===== src/rtl/mcpu_ctrl_pkg.sv =====
// Shared encodings for the multicycle MIPS controller: state codes, opcode/funct
// constants, ALU operation codes and datapath mux selects.
package mcpu_ctrl_pkg;

  typedef enum logic [3:0] {
    S_IF      = 4'd0,
    S_ID      = 4'd1,
    S_MEM_ADR = 4'd2,
    S_MEM_RD  = 4'd3,
    S_LW_WB   = 4'd4,
    S_MEM_WR  = 4'd5,
    S_R_EX    = 4'd6,
    S_R_WB    = 4'd7,
    S_BR      = 4'd8,
    S_J       = 4'd9,
    S_I_EX    = 4'd10,
    S_I_WB    = 4'd11,
    S_JAL     = 4'd12,
    S_JR      = 4'd13,
    S_TRAP    = 4'd14
  } state_t;

  localparam logic [5:0] OP_RTYPE = 6'h00;
  localparam logic [5:0] OP_J     = 6'h02;
  localparam logic [5:0] OP_JAL   = 6'h03;
  localparam logic [5:0] OP_BEQ   = 6'h04;
  localparam logic [5:0] OP_BNE   = 6'h05;
  localparam logic [5:0] OP_ADDI  = 6'h08;
  localparam logic [5:0] OP_SLTI  = 6'h0A;
  localparam logic [5:0] OP_ANDI  = 6'h0C;
  localparam logic [5:0] OP_ORI   = 6'h0D;
  localparam logic [5:0] OP_XORI  = 6'h0E;
  localparam logic [5:0] OP_LUI   = 6'h0F;
  localparam logic [5:0] OP_LW    = 6'h23;
  localparam logic [5:0] OP_SW    = 6'h2B;

  localparam logic [5:0] FN_JR  = 6'h08;
  localparam logic [5:0] FN_ADD = 6'h20;
  localparam logic [5:0] FN_SUB = 6'h22;
  localparam logic [5:0] FN_AND = 6'h24;
  localparam logic [5:0] FN_OR  = 6'h25;
  localparam logic [5:0] FN_XOR = 6'h26;
  localparam logic [5:0] FN_NOR = 6'h27;
  localparam logic [5:0] FN_SLT = 6'h2A;

  localparam logic [2:0] ALU_AND = 3'b000;
  localparam logic [2:0] ALU_OR  = 3'b001;
  localparam logic [2:0] ALU_ADD = 3'b010;
  localparam logic [2:0] ALU_XOR = 3'b011;
  localparam logic [2:0] ALU_NOR = 3'b100;
  localparam logic [2:0] ALU_SUB = 3'b110;
  localparam logic [2:0] ALU_SLT = 3'b111;

  localparam logic [1:0] SRCA_PC   = 2'd0;
  localparam logic [1:0] SRCA_A    = 2'd1;
  localparam logic [1:0] SRCA_ZERO = 2'd2;

  localparam logic [2:0] SRCB_B        = 3'd0;
  localparam logic [2:0] SRCB_FOUR     = 3'd1;
  localparam logic [2:0] SRCB_SEXT     = 3'd2;
  localparam logic [2:0] SRCB_SEXT_SH2 = 3'd3;
  localparam logic [2:0] SRCB_ZEXT     = 3'd4;
  localparam logic [2:0] SRCB_LUI      = 3'd5;

  localparam logic [1:0] PCSRC_ALU    = 2'd0;
  localparam logic [1:0] PCSRC_ALUOUT = 2'd1;
  localparam logic [1:0] PCSRC_JUMP   = 2'd2;
  localparam logic [1:0] PCSRC_REG    = 2'd3;

  localparam logic [1:0] DST_RT = 2'd0;
  localparam logic [1:0] DST_RD = 2'd1;
  localparam logic [1:0] DST_RA = 2'd2;

  localparam logic [1:0] WB_ALUOUT = 2'd0;
  localparam logic [1:0] WB_MDR    = 2'd1;
  localparam logic [1:0] WB_PC     = 2'd2;

  // Instruction class selected at the end of ID; anything undecodable traps.
  function automatic state_t decode_op(input logic [5:0] opcode, input logic [5:0] funct);
    state_t nxt;
    nxt = S_TRAP;
    case (opcode)
      OP_LW, OP_SW:   nxt = S_MEM_ADR;
      OP_BEQ, OP_BNE: nxt = S_BR;
      OP_J:           nxt = S_J;
      OP_JAL:         nxt = S_JAL;
      OP_ADDI, OP_SLTI, OP_ANDI, OP_ORI, OP_XORI, OP_LUI: nxt = S_I_EX;
      OP_RTYPE: begin
        case (funct)
          FN_JR: nxt = S_JR;
          FN_ADD, FN_SUB, FN_AND, FN_OR, FN_XOR, FN_NOR, FN_SLT: nxt = S_R_EX;
          default: nxt = S_TRAP;
        endcase
      end
      default: nxt = S_TRAP;
    endcase
    return nxt;
  endfunction

endpackage


===== src/rtl/mcpu_ctrl_if.sv =====
// Controller <-> datapath bundle: instruction fields and flags in, strobes and selects out.
interface mcpu_ctrl_if;
  logic [5:0] opcode;
  logic [5:0] funct;
  logic       zero;
  logic       mem_ready;
  logic       pc_ce;
  logic       ir_ce;
  logic       mdr_ce;
  logic       reg_write;
  logic       mem_read;
  logic       mem_write;
  logic       iord;
  logic [1:0] alu_src_a;
  logic [2:0] alu_src_b;
  logic [2:0] alu_ctrl;
  logic [1:0] pc_source;
  logic [1:0] reg_dst;
  logic [1:0] mem_to_reg;
  logic       illegal;
  logic [3:0] state;

  modport master (
    input  opcode, funct, zero, mem_ready,
    output pc_ce, ir_ce, mdr_ce, reg_write, mem_read, mem_write, iord,
           alu_src_a, alu_src_b, alu_ctrl, pc_source, reg_dst, mem_to_reg,
           illegal, state
  );

  modport slave (
    output opcode, funct, zero, mem_ready,
    input  pc_ce, ir_ce, mdr_ce, reg_write, mem_read, mem_write, iord,
           alu_src_a, alu_src_b, alu_ctrl, pc_source, reg_dst, mem_to_reg,
           illegal, state
  );
endinterface


===== src/rtl/mcpu_ctrl_alu_dec.sv =====
// ALU operation decoder: picks the ALU op from the current state and, in the
// execute states, from funct (R-type) or opcode (I-type).
module mcpu_ctrl_alu_dec
  import mcpu_ctrl_pkg::*;
(
  input  state_t     state,
  input  logic [5:0] opcode,
  input  logic [5:0] funct,
  output logic [2:0] alu_ctrl
);

  always_comb begin
    // NOTE: default first so every path assigns alu_ctrl and no latch is inferred.
    alu_ctrl = ALU_AND;
    case (state)
      S_IF, S_ID, S_MEM_ADR: alu_ctrl = ALU_ADD;
      S_BR:                  alu_ctrl = ALU_SUB;
      S_R_EX: begin
        case (funct)
          FN_ADD:  alu_ctrl = ALU_ADD;
          FN_SUB:  alu_ctrl = ALU_SUB;
          FN_AND:  alu_ctrl = ALU_AND;
          FN_OR:   alu_ctrl = ALU_OR;
          FN_XOR:  alu_ctrl = ALU_XOR;
          FN_NOR:  alu_ctrl = ALU_NOR;
          FN_SLT:  alu_ctrl = ALU_SLT;
          default: alu_ctrl = ALU_AND;
        endcase
      end
      S_I_EX: begin
        case (opcode)
          OP_SLTI: alu_ctrl = ALU_SLT;
          OP_ANDI: alu_ctrl = ALU_AND;
          OP_ORI:  alu_ctrl = ALU_OR;
          OP_XORI: alu_ctrl = ALU_XOR;
          default: alu_ctrl = ALU_ADD;  // addi, lui
        endcase
      end
      default: alu_ctrl = ALU_AND;
    endcase
  end

endmodule


===== src/rtl/mcpu_ctrl.sv =====
// Multicycle MIPS control FSM: sequences fetch, decode, execute, memory and
// writeback for the mcpu datapath, stalling memory states on mem_ready.
module mcpu_ctrl
  import mcpu_ctrl_pkg::*;
(
  input logic         clk,
  input logic         rst,
  mcpu_ctrl_if.master bus
);

  state_t     state_q, state_d;
  logic       pc_ce, ir_ce, mdr_ce, reg_write, mem_write, illegal;
  logic       mem_read, iord;
  logic [1:0] alu_src_a, pc_source, reg_dst, mem_to_reg;
  logic [2:0] alu_src_b, alu_ctrl;

  always_ff @(posedge clk or posedge rst) begin
    // NOTE: non-blocking assignment for state so every flop samples pre-edge values.
    if (rst) state_q <= S_IF;
    else     state_q <= state_d;
  end

  always_comb begin
    state_d    = state_q;
    pc_ce      = 1'b0;
    ir_ce      = 1'b0;
    mdr_ce     = 1'b0;
    reg_write  = 1'b0;
    mem_read   = 1'b0;
    mem_write  = 1'b0;
    iord       = 1'b0;
    alu_src_a  = SRCA_PC;
    alu_src_b  = SRCB_B;
    pc_source  = PCSRC_ALU;
    reg_dst    = DST_RT;
    mem_to_reg = WB_ALUOUT;
    illegal    = 1'b0;
    case (state_q)
      S_IF: begin
        mem_read  = 1'b1;
        alu_src_b = SRCB_FOUR;
        pc_ce     = bus.mem_ready;
        ir_ce     = bus.mem_ready;
        if (bus.mem_ready) state_d = S_ID;
      end
      S_ID: begin
        alu_src_b = SRCB_SEXT_SH2;
        state_d   = decode_op(bus.opcode, bus.funct);
      end
      S_MEM_ADR: begin
        alu_src_a = SRCA_A;
        alu_src_b = SRCB_SEXT;
        state_d   = (bus.opcode == OP_SW) ? S_MEM_WR : S_MEM_RD;
      end
      S_MEM_RD: begin
        mem_read = 1'b1;
        iord     = 1'b1;
        mdr_ce   = bus.mem_ready;
        if (bus.mem_ready) state_d = S_LW_WB;
      end
      S_LW_WB: begin
        reg_write  = 1'b1;
        mem_to_reg = WB_MDR;
        state_d    = S_IF;
      end
      S_MEM_WR: begin
        mem_write = 1'b1;
        iord      = 1'b1;
        if (bus.mem_ready) state_d = S_IF;
      end
      S_R_EX: begin
        alu_src_a = SRCA_A;
        state_d   = S_R_WB;
      end
      S_R_WB: begin
        reg_write = 1'b1;
        reg_dst   = DST_RD;
        state_d   = S_IF;
      end
      S_I_EX: begin
        alu_src_a = (bus.opcode == OP_LUI) ? SRCA_ZERO : SRCA_A;
        case (bus.opcode)
          OP_ANDI, OP_ORI, OP_XORI: alu_src_b = SRCB_ZEXT;
          OP_LUI:                   alu_src_b = SRCB_LUI;
          default:                  alu_src_b = SRCB_SEXT;
        endcase
        state_d = S_I_WB;
      end
      S_I_WB: begin
        reg_write = 1'b1;
        state_d   = S_IF;
      end
      S_BR: begin
        alu_src_a = SRCA_A;
        pc_source = PCSRC_ALUOUT;
        pc_ce     = (bus.opcode == OP_BNE) ? ~bus.zero : bus.zero;
        state_d   = S_IF;
      end
      S_J: begin
        pc_source = PCSRC_JUMP;
        pc_ce     = 1'b1;
        state_d   = S_IF;
      end
      S_JR: begin
        pc_source = PCSRC_REG;
        pc_ce     = 1'b1;
        state_d   = S_IF;
      end
      S_JAL: begin
        // PC already holds PC+4 here, so the link value is the current PC.
        pc_source  = PCSRC_JUMP;
        pc_ce      = 1'b1;
        reg_write  = 1'b1;
        reg_dst    = DST_RA;
        mem_to_reg = WB_PC;
        state_d    = S_IF;
      end
      default: begin  // S_TRAP and the unused code 15
        illegal = 1'b1;
        state_d = S_TRAP;
      end
    endcase
  end

  mcpu_ctrl_alu_dec u_alu_dec (
    .state    (state_q),
    .opcode   (bus.opcode),
    .funct    (bus.funct),
    .alu_ctrl (alu_ctrl)
  );

  // Enables are squashed during reset so no register updates while the FSM is held.
  assign bus.pc_ce      = pc_ce     & ~rst;
  assign bus.ir_ce      = ir_ce     & ~rst;
  assign bus.mdr_ce     = mdr_ce    & ~rst;
  assign bus.reg_write  = reg_write & ~rst;
  assign bus.mem_write  = mem_write & ~rst;
  assign bus.illegal    = illegal   & ~rst;
  assign bus.mem_read   = mem_read;
  assign bus.iord       = iord;
  assign bus.alu_src_a  = alu_src_a;
  assign bus.alu_src_b  = alu_src_b;
  assign bus.alu_ctrl   = alu_ctrl;
  assign bus.pc_source  = pc_source;
  assign bus.reg_dst    = reg_dst;
  assign bus.mem_to_reg = mem_to_reg;
  assign bus.state      = state_q;

endmodule


===== src/flat_wrapper.sv =====
// flat-port wrapper written by rule: the top's interface ports become plain ports
module mcpu_ctrl_flat import mcpu_ctrl_pkg::*;
  (clk, rst, bus_opcode, bus_funct, bus_zero, bus_mem_ready, bus_pc_ce, bus_ir_ce, bus_mdr_ce, bus_reg_write, bus_mem_read, bus_mem_write, bus_iord, bus_alu_src_a, bus_alu_src_b, bus_alu_ctrl, bus_pc_source, bus_reg_dst, bus_mem_to_reg, bus_illegal, bus_state);
  mcpu_ctrl_if bus_i ();
  input logic clk;
  input logic rst;
  input wire logic [$bits(bus_i.opcode)-1:0] bus_opcode;
  input wire logic [$bits(bus_i.funct)-1:0] bus_funct;
  input wire logic [$bits(bus_i.zero)-1:0] bus_zero;
  input wire logic [$bits(bus_i.mem_ready)-1:0] bus_mem_ready;
  output wire logic [$bits(bus_i.pc_ce)-1:0] bus_pc_ce;
  output wire logic [$bits(bus_i.ir_ce)-1:0] bus_ir_ce;
  output wire logic [$bits(bus_i.mdr_ce)-1:0] bus_mdr_ce;
  output wire logic [$bits(bus_i.reg_write)-1:0] bus_reg_write;
  output wire logic [$bits(bus_i.mem_read)-1:0] bus_mem_read;
  output wire logic [$bits(bus_i.mem_write)-1:0] bus_mem_write;
  output wire logic [$bits(bus_i.iord)-1:0] bus_iord;
  output wire logic [$bits(bus_i.alu_src_a)-1:0] bus_alu_src_a;
  output wire logic [$bits(bus_i.alu_src_b)-1:0] bus_alu_src_b;
  output wire logic [$bits(bus_i.alu_ctrl)-1:0] bus_alu_ctrl;
  output wire logic [$bits(bus_i.pc_source)-1:0] bus_pc_source;
  output wire logic [$bits(bus_i.reg_dst)-1:0] bus_reg_dst;
  output wire logic [$bits(bus_i.mem_to_reg)-1:0] bus_mem_to_reg;
  output wire logic [$bits(bus_i.illegal)-1:0] bus_illegal;
  output wire logic [$bits(bus_i.state)-1:0] bus_state;
  assign bus_i.opcode = bus_opcode;
  assign bus_i.funct = bus_funct;
  assign bus_i.zero = bus_zero;
  assign bus_i.mem_ready = bus_mem_ready;
  assign bus_pc_ce = bus_i.pc_ce;
  assign bus_ir_ce = bus_i.ir_ce;
  assign bus_mdr_ce = bus_i.mdr_ce;
  assign bus_reg_write = bus_i.reg_write;
  assign bus_mem_read = bus_i.mem_read;
  assign bus_mem_write = bus_i.mem_write;
  assign bus_iord = bus_i.iord;
  assign bus_alu_src_a = bus_i.alu_src_a;
  assign bus_alu_src_b = bus_i.alu_src_b;
  assign bus_alu_ctrl = bus_i.alu_ctrl;
  assign bus_pc_source = bus_i.pc_source;
  assign bus_reg_dst = bus_i.reg_dst;
  assign bus_mem_to_reg = bus_i.mem_to_reg;
  assign bus_illegal = bus_i.illegal;
  assign bus_state = bus_i.state;
  mcpu_ctrl u_core (.clk(clk), .rst(rst), .bus(bus_i));
endmodule

===== config.mk =====
export PLATFORM = sky130hd
export DESIGN_NAME = mcpu_ctrl_flat
export DESIGN_NICKNAME = d
export VERILOG_FILES = /design/src/rtl/mcpu_ctrl_pkg.sv /design/src/rtl/mcpu_ctrl_if.sv /design/src/rtl/mcpu_ctrl_alu_dec.sv /design/src/rtl/mcpu_ctrl.sv /design/src/flat_wrapper.sv
export SDC_FILE = /design/constraint.sdc
export NUM_CORES = 1
export LEC_CHECK = 0
export ABC_AREA = 1
export CAP_MARGIN = 10
export CORE_UTILIZATION = 44
export DETAILED_ROUTE_END_ITERATION = 8
export PLACE_DENSITY = 0.86
export SYNTH_ARGS = -nofsm -noshare
export SYNTH_HDL_FRONTEND = slang
export SYNTH_SLANG_ARGS = --single-unit

===== constraint.sdc =====
create_clock -name clk -period 3.6 [get_ports clk]
set_clock_uncertainty 0.15 [all_clocks]
set_input_delay 0.54 -clock clk [delete_from_list [all_inputs] [get_ports clk]]
set_output_delay 0.54 -clock clk [all_outputs]
set_load 0.02 [all_outputs]

# After elaboration in Yosys (flattened, before gate mapping)
# Cells that the tools add are included.
[totals] ff_bits=4 in_bits=16 output_inout_bits=26
[classes] muxes=26 n_bitwise=8 n_reduce_logical=17 n_eq_ne=36
[op_table] cell="6-bit equality test (second input constant)" n=9
[op_table] cell="6-bit by 4-bit equality test with 1-bit output (second input constant)" n=7
[op_table] cell="3-bit case mux with 4 select lines" n=3
[op_table] cell="4-bit case mux with 8 select lines" n=1
[op_table] cell="4-bit equality test (second input constant)" n=6
[op_table] cell="4-bit case mux with 6 select lines" n=1
[op_table] cell="3-bit case mux with 6 select lines" n=1
[op_table] cell="4-bit by 3-bit equality test with 1-bit output (second input constant)" n=4
[op_table] cell="14-bit OR reduction" n=1
[op_table] cell="7-bit OR reduction" n=2
[op_table] cell="6-bit by 2-bit equality test with 1-bit output (second input constant)" n=2
[op_table] cell="6-bit by 3-bit equality test with 1-bit output (second input constant)" n=2
[op_table] cell="4-bit 2-to-1 mux" n=3
[op_table] cell="2-bit case mux with 2 select lines" n=3
[op_table] cell="3-bit OR reduction" n=4
[op_table] cell="2-bit OR reduction" n=5
[op_table] cell="4-bit by 2-bit equality test with 1-bit output (second input constant)" n=2
[op_table] cell="1-bit 2-to-1 mux" n=8
[op_table] cell="4-bit case mux with 2 select lines" n=1
[op_table] cell="1-bit AND" n=6
[op_table] cell="6-bit logical NOT" n=1
[op_table] cell="2-bit inequality test (second input constant)" n=3
[op_table] cell="2-bit case mux with 3 select lines" n=1
[op_table] cell="3-bit case mux with 2 select lines" n=1
[op_table] cell="other kinds (9)" n=10

# Longest topological paths before layout
# Gate-level depths: netlist of the first run.
[depth] depth_word=5 mapped_depth=10 depth_no_buf=10

# Hierarchy
# From an unflattened synthesis of the first run, not the netlist that was laid out.
[hier_totals] hier_cells=200 hier_area_um2=985.9
[by_module_without_submodules] mod="mcpu_ctrl" area_each_um2=714.4 instances=1 cells_per_inst=134
[by_module_without_submodules] mod="mcpu_ctrl_alu_dec" area_each_um2=271.5 instances=1 cells_per_inst=66

# Worst setup path after synthesis of the first run
# No wires, ideal clock.
[synth_timing] kind="reg2out" startpoint="reg u_core.state_q[3], in the netlist u_core.bus.state[3]" endpoint="out bus_pc_ce" arrival_time_ns=1.767 setup_slack_ns=1.143 stages_incl_launch_ff=5 cell_sequence="dfrtp_1 inv_1 nor3_1 inv_1 a31oi_1"
[synth_via] elab_chain_cells=4 word_cells_on_any_way=8 classes_between="eq/ne (4); mux (1); bitwise (1); reduce/logical (2)"
[synth_rtl] element="start, declared" line_no="mcpu_ctrl.sv:11" source="state_t state_q, state_d;"
[synth_rtl] element="start signal, assigned" line_no="mcpu_ctrl.sv:20" source="else state_q <= state_d;"
[synth_rtl] element="4-bit equality test" line_no="mcpu_ctrl.sv:38" source="case (state_q)"
[synth_rtl] element="3-bit OR reduction (no line)"
[synth_rtl] element="1-bit case mux with 3 select lines (*)" line_no="mcpu_ctrl.sv:38"
[synth_rtl] element="1-bit AND (*)" line_no="mcpu_ctrl.sv:133" source="assign bus.pc_ce = pc_ce & ~rst;"
[synth_rtl] element="end, declared" line_no="flat_wrapper.sv:11" source="output wire logic [$bits(bus_i.pc_ce)-1:0] bus_pc_ce;"
# Every way passes the cells marked *; elsewhere a longest branch is shown, timed or not.

# Worst setup path after layout of the first run
[layout_timing] startpoint="in bus_opcode[5]" endpoint="out bus_alu_ctrl[0]"
[layout_via] elab_chain_cells=3 word_cells_on_any_way=6 classes_between="eq/ne (4); mux (2)"
[layout_rtl] element="start, declared" line_no="flat_wrapper.sv:7" source="input wire logic [$bits(bus_i.opcode)-1:0] bus_opcode;"
[layout_rtl] element="6-bit by 4-bit equality test with 1-bit output" line_no="mcpu_ctrl_alu_dec.sv:31" source="case (opcode)"
[layout_rtl] element="3-bit case mux with 4 select lines (*)" line_no="mcpu_ctrl_alu_dec.sv:31"
[layout_rtl] element="3-bit case mux with 4 select lines (*)" line_no="mcpu_ctrl_alu_dec.sv:15" source="case (state)"
[layout_rtl] element="end, declared" line_no="flat_wrapper.sv:20" source="output wire logic [$bits(bus_i.alu_ctrl)-1:0] bus_alu_ctrl;"
# Marked as above.

==> results by group, run 1 <==
Outcome
  – Status: finished, final reports clean

Floorplan
  – DIE WIDTH: 46.52 um
  – Chip height: 46.52 um
  – Cell row count: 15
  – Core area: 0.001783 sq mm
  – Starting density of the core: 0.4891
  – Top Ports: 42
  – Die area: between 0.002 and 0.0025 sq mm

Worst setup path
  – Critical Path RT: ~2.9 ns
  – CP max FO: 10
  – Crit path launch type: primary input
  – Internal reg-to-reg setup slack: 1.91 ns
  – Worst R2R Start: u_core.bus.state[1]
  – CP endpoint: bus_alu_ctrl[0]
  – Setup CP Type: primary input to primary output
  – Critical Path Source: bus_opcode[5]
  – Worst setup EP type: primary output
  – FF-to-FF End: u_core.bus.state[2]
  – Worst Reg-to-Reg Cells: 7
  – WP data arrival: 2.49 ns

Finish
  – Share of cells above drive strength 1: 0.08879
  – Util after Layout: 0.7375
  – Nets: 232
  – Max FFs per register: 4
  – Final Non-Filler Cells: about 240
  – Fin area: about 0.0013 sq mm
  – Fillers: between 150 and 200
  – Area growth syn-to-layout: 50.79%
  – N_diodes: 0

Placement
  – Pre-CTS WS: around 0.42 ns
  – Port Buffers: 41
  – DP Wirelength: 2243 um
  – Placed Cells: between 200 and 250
  – Dpl cell area: 0.001292 sq mm
  – GP Congestion: 0.8571

Timing
  – Fin Hold WS: 0.5192 ns
  – Setup TNS Final: 0 ns
  – Final worst path period share: 0.8826
  – Worst-margin pin slew: 0.4184 ns
  – RSZ-0062 raised after global routing: no
  – Fin. Hold Viols: 0
  – Slew Limit Fails: 0
  – Final min period: 3.177 ns
  – Post-route setup slack: 0.4227 ns
  – Headroom to the max-slew limit: 0.7211
  – Final setup violation count: 0
  – FMAX: roughly 310 MHz

Worst hold path
  – Worst min path class: primary input to async pin

GRT
  – Global-route wire length before repair: 4305 um
  – Initial antenna violation count: 0
  – Global Route Usage Sum: 0.2719
  – Vias in the first global route: 1055
  – Total gr overflow: 0
  – Largest net degree at the start of global routing: 11

Clock network
  – CTS Root Cell: clkbuf_4
  – CTS Sinks: 4
  – Htree depth: 1
  – CTS max path bufs: 2
  – Worst-path clk slew: 0.04 ns
  – CTS tree: done
  – Hold_buf cts: 0
  – # resized after CTS: 0
  – Setup bufs post-CTS: 0
  – CTS Buf Count: 3
  – Clk Latency, worst-skew pair: 0.23 ns

Routing
  – Vias: between 1000 and 1500
  – Wire length per cell: 11.56 um
  – Via-to-Cell Ratio: 5.063
  – Remaining antenna violation count: 0
  – DRC viols: 0
  – Routed wire length: between 2000 and 3000 um
  – DRT iter0 DRCs: between 40 and 50
  – 1st-pass router iterations: 4

Logic synthesis
  – Mapped Area: 872.1 sq um
  – Syn nets: between 150 and 200
  – Syn. warnings: 0
  – Post-synthesis instance total: between 150 and 200
  – Avg Synthesized Cell Area: ~5 sq um
  – Yosys reg bits: 4
  – Synth unique cells: 26
  – Sequential element share of the synthesized area: 0.1148

Pwr
  – Pwr Density: 635.3 mW/mm^2
  – LEAKAGE: 0.5939 nW
  – Final Power: 0.8354 mW
  – Worst vdd ir: between 0.5 and 0.6 mV

Flow run
  – Max-Cap Viols: 0
power by group:
group	internal (mW)	switching [mW]
logic	0.280	0.376
clock network	0.0372	0.0176
registers	0.0664	0.0581
placed cells by master, fill, tap and decap left out, types with 2 or more instances in the layout:
cell	Yosys	layout
o21ai_0	7	7
inv_2	3	3
dfrtp_1	4	4
nor2_1	42	42
a21oi_1	5	5
o211ai_1	2	2
nand4_1	4	4
clkdlybuf4s50_1	0	41
inv_1	24	24
nand2_1	41	41
nor2_2	6	6
clkbuf_4	0	3
nor3_1	4	4
nand2_2	3	3
nand3_1	15	15
how the worst min path moves through the flow:
| stage | slack, ns | end | startpoint | cells after the start |
|---|---|---|---|---|
| finish | 0.52 | u_core.bus.state[0] | rst | 2 |
| global route | 0.55 | u_core.bus.state[3] | rst | 2 |
| CTS | 0.50 | u_core.bus.state[3] | rst | 2 |
| detailed placement | 0.60 | u_core.bus.state[2] | u_core.bus.state[2] | 2 |
| global placement | 0.56 | u_core.bus.state[2] | u_core.bus.state[2] | 2 |
| floorplan | 0.16 | u_core.bus.state[0] | rst | 1 |
synth_stat cells (all sizes together):
| cell type | instances | area [sq um] |
|---|---|---|
| o21a | 1 | 7.510 |
| clkbuf | 1 | 5.000 |
| clkinv | 1 | 3.750 |
| nor3 | 5 | 36.29 |
| o31ai | 1 | 7.510 |
| a211o | 1 | 8.760 |
| or2 | 1 | 6.260 |
| o21ai | 7 | 35.03 |
| nor2 | 49 | 206.5 |
| a31oi | 2 | 18.77 |
| buf | 2 | 16.26 |
| nand3 | 15 | 75.07 |
| o211ai | 2 | 15.01 |
| nand2 | 44 | 172.7 |
| a21oi | 5 | 25.02 |
| inv | 27 | 101.4 |
| dfrtp | 4 | 100.1 |
| nand4 | 4 | 25.02 |
| o22ai | 1 | 6.260 |
layout make-up:
type / count / area [sq um] / area share
Timing Repair Buffer: 41 / 410.4 / 0.3121
Multi-Input combinational cell: 138 / 645.6 / 0.4910
Clock buffer: 3 / 22.52 / 0.01713
Tap cell: 25 / 31.28 / 0.02379
Inverter: 28 / 105.1 / 0.07992
Sequential cell: 4 / 100.1 / 0.07612
metal layers:
| metal | track usage | wire length [um] |
|---|---|---|
| met1 | 0.3583 | 1227 |
| met2 | 0.4611 | 1343 |
| met3 | 0.03137 | 169 |
| met4 | 0.07059 | 23 |
| met5 | 0 | 0 |
worst max-delay path, cell delays in order:
cell	delay [ns]
clkdlybuf4s50_1	0.43
nor2_2	0.33
nand3_1	0.21
nor3_1	0.19
o21ai_0	0.10
nand2_1	0.08
clkdlybuf4s50_1	0.60
cells by family after synthesis:
| logic type | Yosys count | synth area share |
|---|---|---|
| AO/OA/AOI/OAI | 20 | 0.1420 |
| buffers and inverters | 31 | 0.1449 |
| flip-flops | 4 | 0.1148 |
| AND/OR/NAND/NOR | 118 | 0.5983 |
Power figures use the tool's default switching activity.
==> inputs of run 2 (changes only) <==
- PLACE_DENSITY: 0.86 -> not set
- PLACE_DENSITY_LB_ADDON: not set -> 0.08
==> run 2 against run 1 <==
- register-to-register slack about the same
- sequential power about the same
- die area unchanged
- utilization unchanged
- worst hold slack got worse by 0.0041 ns
- total power decreased by 1.1%
- clock power decreased by 3%
- cell area unchanged
- largest cell class unchanged
- largest power group unchanged
- highest routed layer unchanged
==> results by group, run 2 (synthesis results as in run 1) <==
Timing
  – Final worst path period share: 0.8767 (-0.005855)
  – Headroom to the max-slew limit: 0.7202 (-0.0009000)
  – Slew Limit Fails: 0 (unchanged)
  – Worst-margin pin slew: 0.4165 ns (-0.001855 ns)
  – Post-route setup slack: 0.4438 ns (+0.02108 ns)
  – Setup TNS Final: 0 ns (unchanged)
  – Final setup violation count: 0 (unchanged)
  – Final min period: 3.156 ns (-0.02108 ns)
  – Fin Hold WS: 0.5151 ns (-0.004077 ns)
  – RSZ-0062 raised after global routing: no
  – FMAX: 316.8 MHz (+0.67%)
  – Fin. Hold Viols: 0 (unchanged)

Outcome
  – Status: finished, final reports clean

Finish
  – Fin area: 0.001315 sq mm (unchanged)
  – N_diodes: 0 (unchanged)
  – Max FFs per register: 4 (unchanged)
  – Util after Layout: 0.7375 (unchanged)
  – Share of cells above drive strength 1: 0.08879 (unchanged)
  – Fillers: 156 (-7.7%)
  – Area growth syn-to-layout: 50.79% (unchanged)
  – Most frequent cells in the layout: 42 x nor2_1, 41 x nand2_1, 41 x clkdlybuf4s50_1, 24 x inv_1, 15 x nand3_1
  – Final Non-Filler Cells: 239 (unchanged)
  – Commonest non-fill, non-tap cell in the layout: nor2_1
  – Nets: 232 (unchanged)

Clock network
  – Setup bufs post-CTS: 0 (unchanged)
  – CTS Root Cell: clkbuf_4
  – Clk Latency, worst-skew pair: 0.23 ns (about the same)
  – # resized after CTS: 0 (unchanged)
  – Htree depth: 1 (unchanged)
  – CTS max path bufs: 2 (unchanged)
  – Worst-path clk slew: 0.04 ns (about the same)
  – CTS Buf Count: 3 (unchanged)
  – CTS Sinks: 4 (unchanged)
  – Hold_buf cts: 0 (unchanged)
  – CTS tree: done

Placement
  – Pre-CTS WS: 0.4496 ns (+0.02463 ns)
  – Dpl cell area: 0.001292 sq mm (unchanged)
  – Placed Cells: 236 (unchanged)
  – Port Buffers: 41 (unchanged)
  – GP Congestion: 0.8600 (+0.34%)
  – DP Wirelength: 2156 um (-3.9%)

Floorplan
  – Cell row count: 15 (unchanged)
  – DIE WIDTH: 46.52 um (unchanged)
  – Core area: 0.001783 sq mm (unchanged)
  – Chip height: 46.52 um (unchanged)
  – Top Ports: 42 (unchanged)
  – Die area: 0.002164 sq mm (unchanged)
  – Starting density of the core: 0.4891 (unchanged)

Routing
  – 1st-pass router iterations: 4 (unchanged)
  – Remaining antenna violation count: 0 (unchanged)
  – DRT iter0 DRCs: 33 (-31%)
  – Routed wire length: 2618 um (-5.3%)
  – Via-to-Cell Ratio: 5.092 (+0.58%)
  – Vias: 1217 (+0.58%)
  – DRC viols: 0 (unchanged)
  – Wire length per cell: 10.95 um (-5.3%)

Pwr
  – Switching power: 0.4427 mW (-2.0%)
  – LEAKAGE: 0.5939 nW (unchanged)
  – Sequential share of power: 0.148 (about the same)
  – Pwr Density: 628.3 mW/mm^2 (-1.1%)
  – Gate power share: 0.788 (+0.003)
  – Clk network pwr share: 0.064 (-0.002)
  – Switching power share of the total: 0.5358 (-0.004914)
  – Worst vdd ir: 0.4891 mV (-16%)
  – Final Power: 0.8263 mW (-1.1%)
  – Pint: 0.3836 mW (about the same)

Worst hold path
  – Worst min path class: primary input to async pin

Worst setup path
  – Critical Path RT: 2.91 ns (about the same)
  – WP data arrival: 2.47 ns (-0.02 ns)
  – Crit path launch type: primary input
  – Setup CP Type: primary input to primary output
  – CP max FO: 4 (-6)
  – Worst setup EP type: primary output

GRT
  – Global Route Usage Sum: 0.2626 (-0.009242)
  – Global-route wire length before repair: 4181 um (-2.9%)
  – GR peak layer: met2
  – Grt met2 use: 0.4472 (-0.01389)
  – Vias in the first global route: 1034 (-2.0%)
  – Total gr overflow: 0 (unchanged)
  – Largest net degree at the start of global routing: 11 (unchanged)
  – Routing usage on met1: 0.3357 (-0.02265)
  – Met3 usage: 0.04706 (+0.01569)
  – Initial antenna violation count: 0 (unchanged)

Flow run
  – Max-Cap Viols: 0 (unchanged)
==> run 2: cell counts in the layout (fill, tap and decap cells not counted) <==
Identical to the previous run, type by type.
==> run 2: per-layer routing <==
layer | vias to the layer above | share of wire
met2 | 44 | 0.48
met5 | - | 0
met4 | 0 | 0.0095
li1 | 633 | -
met1 | 536 | 0.45
met3 | 4 | 0.058
==> run 2: power groups by stage <==
stage	clock, mW	sequential, mW	combinational (mW)
6_report	0.0531	0.122	0.651
5_1_grt	0.0585	0.124	0.707
4_1_cts	0.0551	0.120	0.651
3_5_place_dp	0	0.120	0.646
3_3_place_gp	0	0.120	0.639
2_1_floorplan	0	0.122	0.397
==> run 2: final timing paths <==
path / from / endpoint / slack (ns) / cells past startpoint
setup / recovery: bus_funct[5] / bus_alu_ctrl[2] / 0.44 / 8
max in group asynchronous: rst / u_core.bus.state[0] / 2.62 / 2
min in group clk: u_core.bus.state[2] / u_core.bus.state[2] / 0.56 / 2
hold reg to reg: u_core.bus.state[2] / u_core.bus.state[2] / 0.56 / 2
setup reg to reg: u_core.bus.state[1] / u_core.bus.state[1] / 1.90 / 7
hold / removal: rst / u_core.bus.state[3] / 0.52 / 2
==> run 2: layout make-up <==
class / count / area (sq um) / share of cell area
Inverter: 28 / 105.1 / 0.07992
Timing Repair Buffer: 41 / 410.4 / 0.3121
Clock buffer: 3 / 22.52 / 0.01713
Tap cell: 25 / 31.28 / 0.02379
Sequential cell: 4 / 100.1 / 0.07612
Multi-Input combinational cell: 138 / 645.6 / 0.4910
==> run 2: critical path, cell delays in order <==
cell             delay [ns]
clkdlybuf4s50_1        0.50
nand2_1                0.10
nor3_1                 0.34
nand3_1                0.13
nand2_1                0.08
o21ai_0                0.07
nand3_1                0.09
clkdlybuf4s50_1        0.61
